<file path="config.mk">
export PLATFORM = sky130hd
export DESIGN_NAME = regfile_dump_64
export DESIGN_NICKNAME = d
export VERILOG_FILES = /design/src/rtl/regfile_dump_64.sv
export SDC_FILE = /design/constraint.sdc
export NUM_CORES = 1
export LEC_CHECK = 0
export ABC_CLOCK_PERIOD_IN_PS = 6000
export BUFFER_PORTS_ARGS = -buffer_cell sky130_fd_sc_hd__clkbuf_2
export CAP_MARGIN = 20
export CORE_ASPECT_RATIO = 1.4
export CORE_UTILIZATION = 50
export CTS_CLUSTER_DIAMETER = 50
export DETAILED_ROUTE_END_ITERATION = 12
export GPL_TIMING_DRIVEN = 0
export PLACE_DENSITY = 0.85
export SLEW_MARGIN = 40
export SYNTH_ARGS = -nofsm -noshare
export SYNTH_HDL_FRONTEND = slang
export SYNTH_SLANG_ARGS = --single-unit
</file>
<file path="constraint.sdc">
create_clock -name clk -period 6 [get_ports clk]
set_input_delay 0.3 -clock clk [delete_from_list [all_inputs] [get_ports clk]]
set_output_delay 0.3 -clock clk [all_outputs]
set_load 0.02 [all_outputs]
</file>
<file path="src/rtl/regfile_dump_64.sv">
// Debug dump engine: walks a register-file index range (with wrap-around) through one
// combinational read port and streams each value out on a valid/ready interface.
module regfile_dump_64 #(
  parameter int DATA_W  = 64,
  parameter int ADDR_W  = 5,
  parameter int ZERO_X0 = 1
) (
  input  logic              clk,
  input  logic              reset,
  input  logic              start,
  input  logic [ADDR_W-1:0] first_reg,
  input  logic [ADDR_W-1:0] last_reg,
  input  logic              abort,
  output logic [ADDR_W-1:0] rd_addr,
  input  logic [DATA_W-1:0] rd_data,
  output logic              out_valid,
  input  logic              out_ready,
  output logic [DATA_W-1:0] out_data,
  output logic [ADDR_W-1:0] out_idx,
  output logic              busy,
  output logic              done
);

  typedef enum logic [1:0] {IDLE, READ, HOLD, DONE} state_t;

  state_t            state;
  logic [ADDR_W-1:0] idx;
  logic [ADDR_W-1:0] last;

  // x0 is hardwired zero in the integer file, so report it that way regardless of rd_data
  function automatic logic [DATA_W-1:0] capture_word(input logic [ADDR_W-1:0] a,
                                                     input logic [DATA_W-1:0] d);
    if (ZERO_X0 != 0 && a == '0) return '0;
    return d;
  endfunction

  assign rd_addr = idx;

  always_ff @(posedge clk or posedge reset) begin
    if (reset) begin
      state     <= IDLE;
      idx       <= '0;
      last      <= '0;
      out_data  <= '0;
      out_idx   <= '0;
      out_valid <= 1'b0;
      busy      <= 1'b0;
      done      <= 1'b0;
    end else begin
      done <= 1'b0;
      case (state)
        IDLE: begin
          if (start) begin
            idx   <= first_reg;
            last  <= last_reg;
            busy  <= 1'b1;
            state <= READ;
          end
        end
        READ: begin
          if (abort) begin
            done  <= 1'b1;
            state <= DONE;
          end else begin
            out_data  <= capture_word(idx, rd_data);
            out_idx   <= idx;
            out_valid <= 1'b1;
            state     <= HOLD;
          end
        end
        HOLD: begin
          // abort wins over a same-cycle handshake: the pending word is dropped
          if (abort) begin
            out_valid <= 1'b0;
            done      <= 1'b1;
            state     <= DONE;
          end else if (out_ready) begin
            out_valid <= 1'b0;
            if (idx == last) begin
              done  <= 1'b1;
              state <= DONE;
            end else begin
              idx   <= idx + 1'b1;
              state <= READ;
            end
          end
        end
        DONE: begin
          busy  <= 1'b0;
          state <= IDLE;
        end
        default: state <= IDLE;
      endcase
    end
  end

endmodule

</file>
==> metrics.txt <==
hold depth=2; fillers=486; first-pass GRT wire length=12,800 µm; status=complete, but fails checks; Max Clock Skew=0.0130 ns; slew margin rel.=69.4%; commonest non-fill, non-tap cell in the layout=clkbuf_2; First-pass DRT Iterations=10; WP data arrival=2.18 ns; Crit Path Max Fanout=7; Async SR Flop Fraction=100%; I/O Pins=156; postcts setup bufs=0; largest net degree at the start of global routing=50; wire length on met1=3140 µm; Synth Net Count=335; Placeable Area=6530 µm²; n_diodes=0; DR WL/cell=15.9 µm; ANT nets after route=0; most frequent cells in the layout=clkbuf_2 (155), dfrtp_1 (84), a22o_1 (64); CTS Buf Count=9; Yosys cell types=36; Biggest register=out_data; root buf cell=clkbuf_8; Post-synth top flop=dfrtp_1; final-report max-slew violation count=0; Tmin final=1.92 ns; CTS max path bufs=2; initial detailed-routing violation count=139; Post-Route WL=7910 µm; kind of critical path=reg -> reg; RSZ-0062 raised after global routing=no; nets@finish=503; Tightest Pin Transition=0.458 ns; syn_area_per_cell=13.4 µm²; GP Congestion=0.848; number of synthesized register bits=84; drt via density=5.49; Final setup viols=0; final period utilization=32.0%; leak pwr=2.33 nW; clk_lat worst skew=0.35 ns; Sequential Area=2100 µm²; initial antenna violation count=0; cells on worst reg2reg path=6; overall routing resource usage=23.4%; detailed placer's ending HPWL=5860 µm; flop-to-flop setup slack=4.08 ns; sequential area share after synthesis=62.6%; Startpoint Class=flop; multi-input logic area=1150 µm²; DR vias=2,731; top routing layer in use=met4; number of port buffers=155; Worst setup EP type=flop; Die X=71.3 µm; vias in the first global route=2,766; yosys warns=0; Routed met2 length=4180 µm; CTS tree=yes; clock sink count=84; violated checks=design-rule violations; clk slew on worst S/H paths=0.09 ns; share of cells above drive strength 1=46.8%; required time of the critical path=6.27 ns; initial core utilization=51.4%; HP Class=in -> reg; setup TNS=0 ns; DRC Markers=12; Site Rows=35; Die Height=99.0 µm; max reg flops=64; final core utilization=68.4%; MaxCap Viol Count=0; htree depth=3; Power per Cell Area=603 nW/µm²; Remaining Overflow, GRT=0; routed wl met3=475 µm; die footprint=7050 µm²; Post-synth EDFFs=0; Syn Inst Count=250; Final Hold Vio Count=0; Max Fclk=0.521 GHz; final hold slack=0.164 ns; Worst VDD drop=0.341 mV; area delta synth->final=32.9%; Mapped Area=3360 µm²
[through the flow]
step | total power, W | area, µm² | instances | setup slack (ns)
after detailed placement | 0.00232 | 4260 | 480 | 4.14
after floorplan | 0.00188 | 3360 | 250 | 3.53
after global placement | 0.00227 | 4230 | 479 | 2.71
final | 0.00269 | 4460 | 497 | 4.08
after CTS | 0.00272 | 4460 | 497 | 4.09
after global routing | 0.00287 | 4460 | 497 | 3.91
[kinds of logic (layout without fill, tap and decap cells)]
logic type	Yosys count	after routing	share of synthesized area, %
compound gates	92	92	22.6
fa+ha+maj	6	6	2.24
mux	10	10	3.28
xor+xnor	5	5	1.30
flops	84	84	62.6
buf+inv	25	198	3.21
simple gates	28	28	4.73
[final timing paths]
| path | endpoint | startpoint |
|---|---|---|
| max | rd_addr[1] | state[0] |
| min | out_data[60] | rd_data[60] |
| max reg2reg | rd_addr[1] | state[0] |
| min reg2reg | out_idx[0] | out_idx[0] |
| max in group asynchronous | out_data[10] | reset |
| min in group asynchronous | out_data[52] | reset |
[power breakdown]
group | switching (W) | total, W | internal (W)
Combinational | 0.000773 | 0.00130 | 0.000527
Sequential | 0.000173 | 0.00101 | 0.000836
Clock | 0.000211 | 0.000381 | 0.000170
Total | 0.00116 | 0.00269 | 0.00153
[cells in the mapped netlist (2+ instances only)]
| cell | instances | area [µm²] |
|---|---|---|
| clkbuf_1 | 4 | 15.0 |
| dfrtp_1 | 84 | 2100 |
| xor2_1 | 5 | 43.8 |
| buf_2 | 11 | 55.1 |
| a21oi_1 | 4 | 20.0 |
| nand3_1 | 4 | 20.0 |
| a221oi_1 | 4 | 35.0 |
| nand2b_1 | 2 | 12.5 |
| o22ai_1 | 2 | 12.5 |
| o21ai_1 | 2 | 10.0 |
| nor2_1 | 4 | 15.0 |
| nand2_1 | 10 | 37.5 |
| o21ai_0 | 5 | 25.0 |
| a2bb2oi_1 | 3 | 26.3 |
| ha_1 | 6 | 75.1 |
| mux2_2 | 8 | 90.1 |
| mux2i_1 | 2 | 20.0 |
| inv_1 | 8 | 30.0 |
| buf_1 | 2 | 7.51 |
| a22o_1 | 64 | 561 |
[layout make-up]
| type | instances | share of cell area (%) |
|---|---|---|
| timing repair buffer | 157 | 18.2 |
| sequential | 84 | 47.1 |
| multi-input combinational | 141 | 25.7 |
| clock inverter | 6 | 1.23 |
| clock buffer | 10 | 3.09 |
| buffer | 17 | 1.74 |
| tap | 74 | 2.08 |
| inverter | 8 | 0.785 |
[worst max-delay path, cell delays in order, from the launching register on]
cell	delay, ns
dfrtp_1	0.44
inv_1	0.10
ha_1	0.29
nor2b_1	0.21
a211o_1	0.33
a21oi_2	0.25
mux2i_1	0.22
[metal layers]
| metal | GRT usage [%] | vias up |
|---|---|---|
| met3 | 6.03 | 12 |
| li1 | - | 1275 |
| met2 | 40.2 | 117 |
| met1 | 28.2 | 1327 |
| met4 | 8.46 | 0 |
| met5 | 0 | - |
[timing repair]
item / in CTS / in global routing
gates resized for setup: 0 / 0
endpoints found under the hold margin: 35 / 0
endpoints found under the setup margin: 0 / 0
hold buffers: 1 / 0
(Power assumes the default switching activity.)
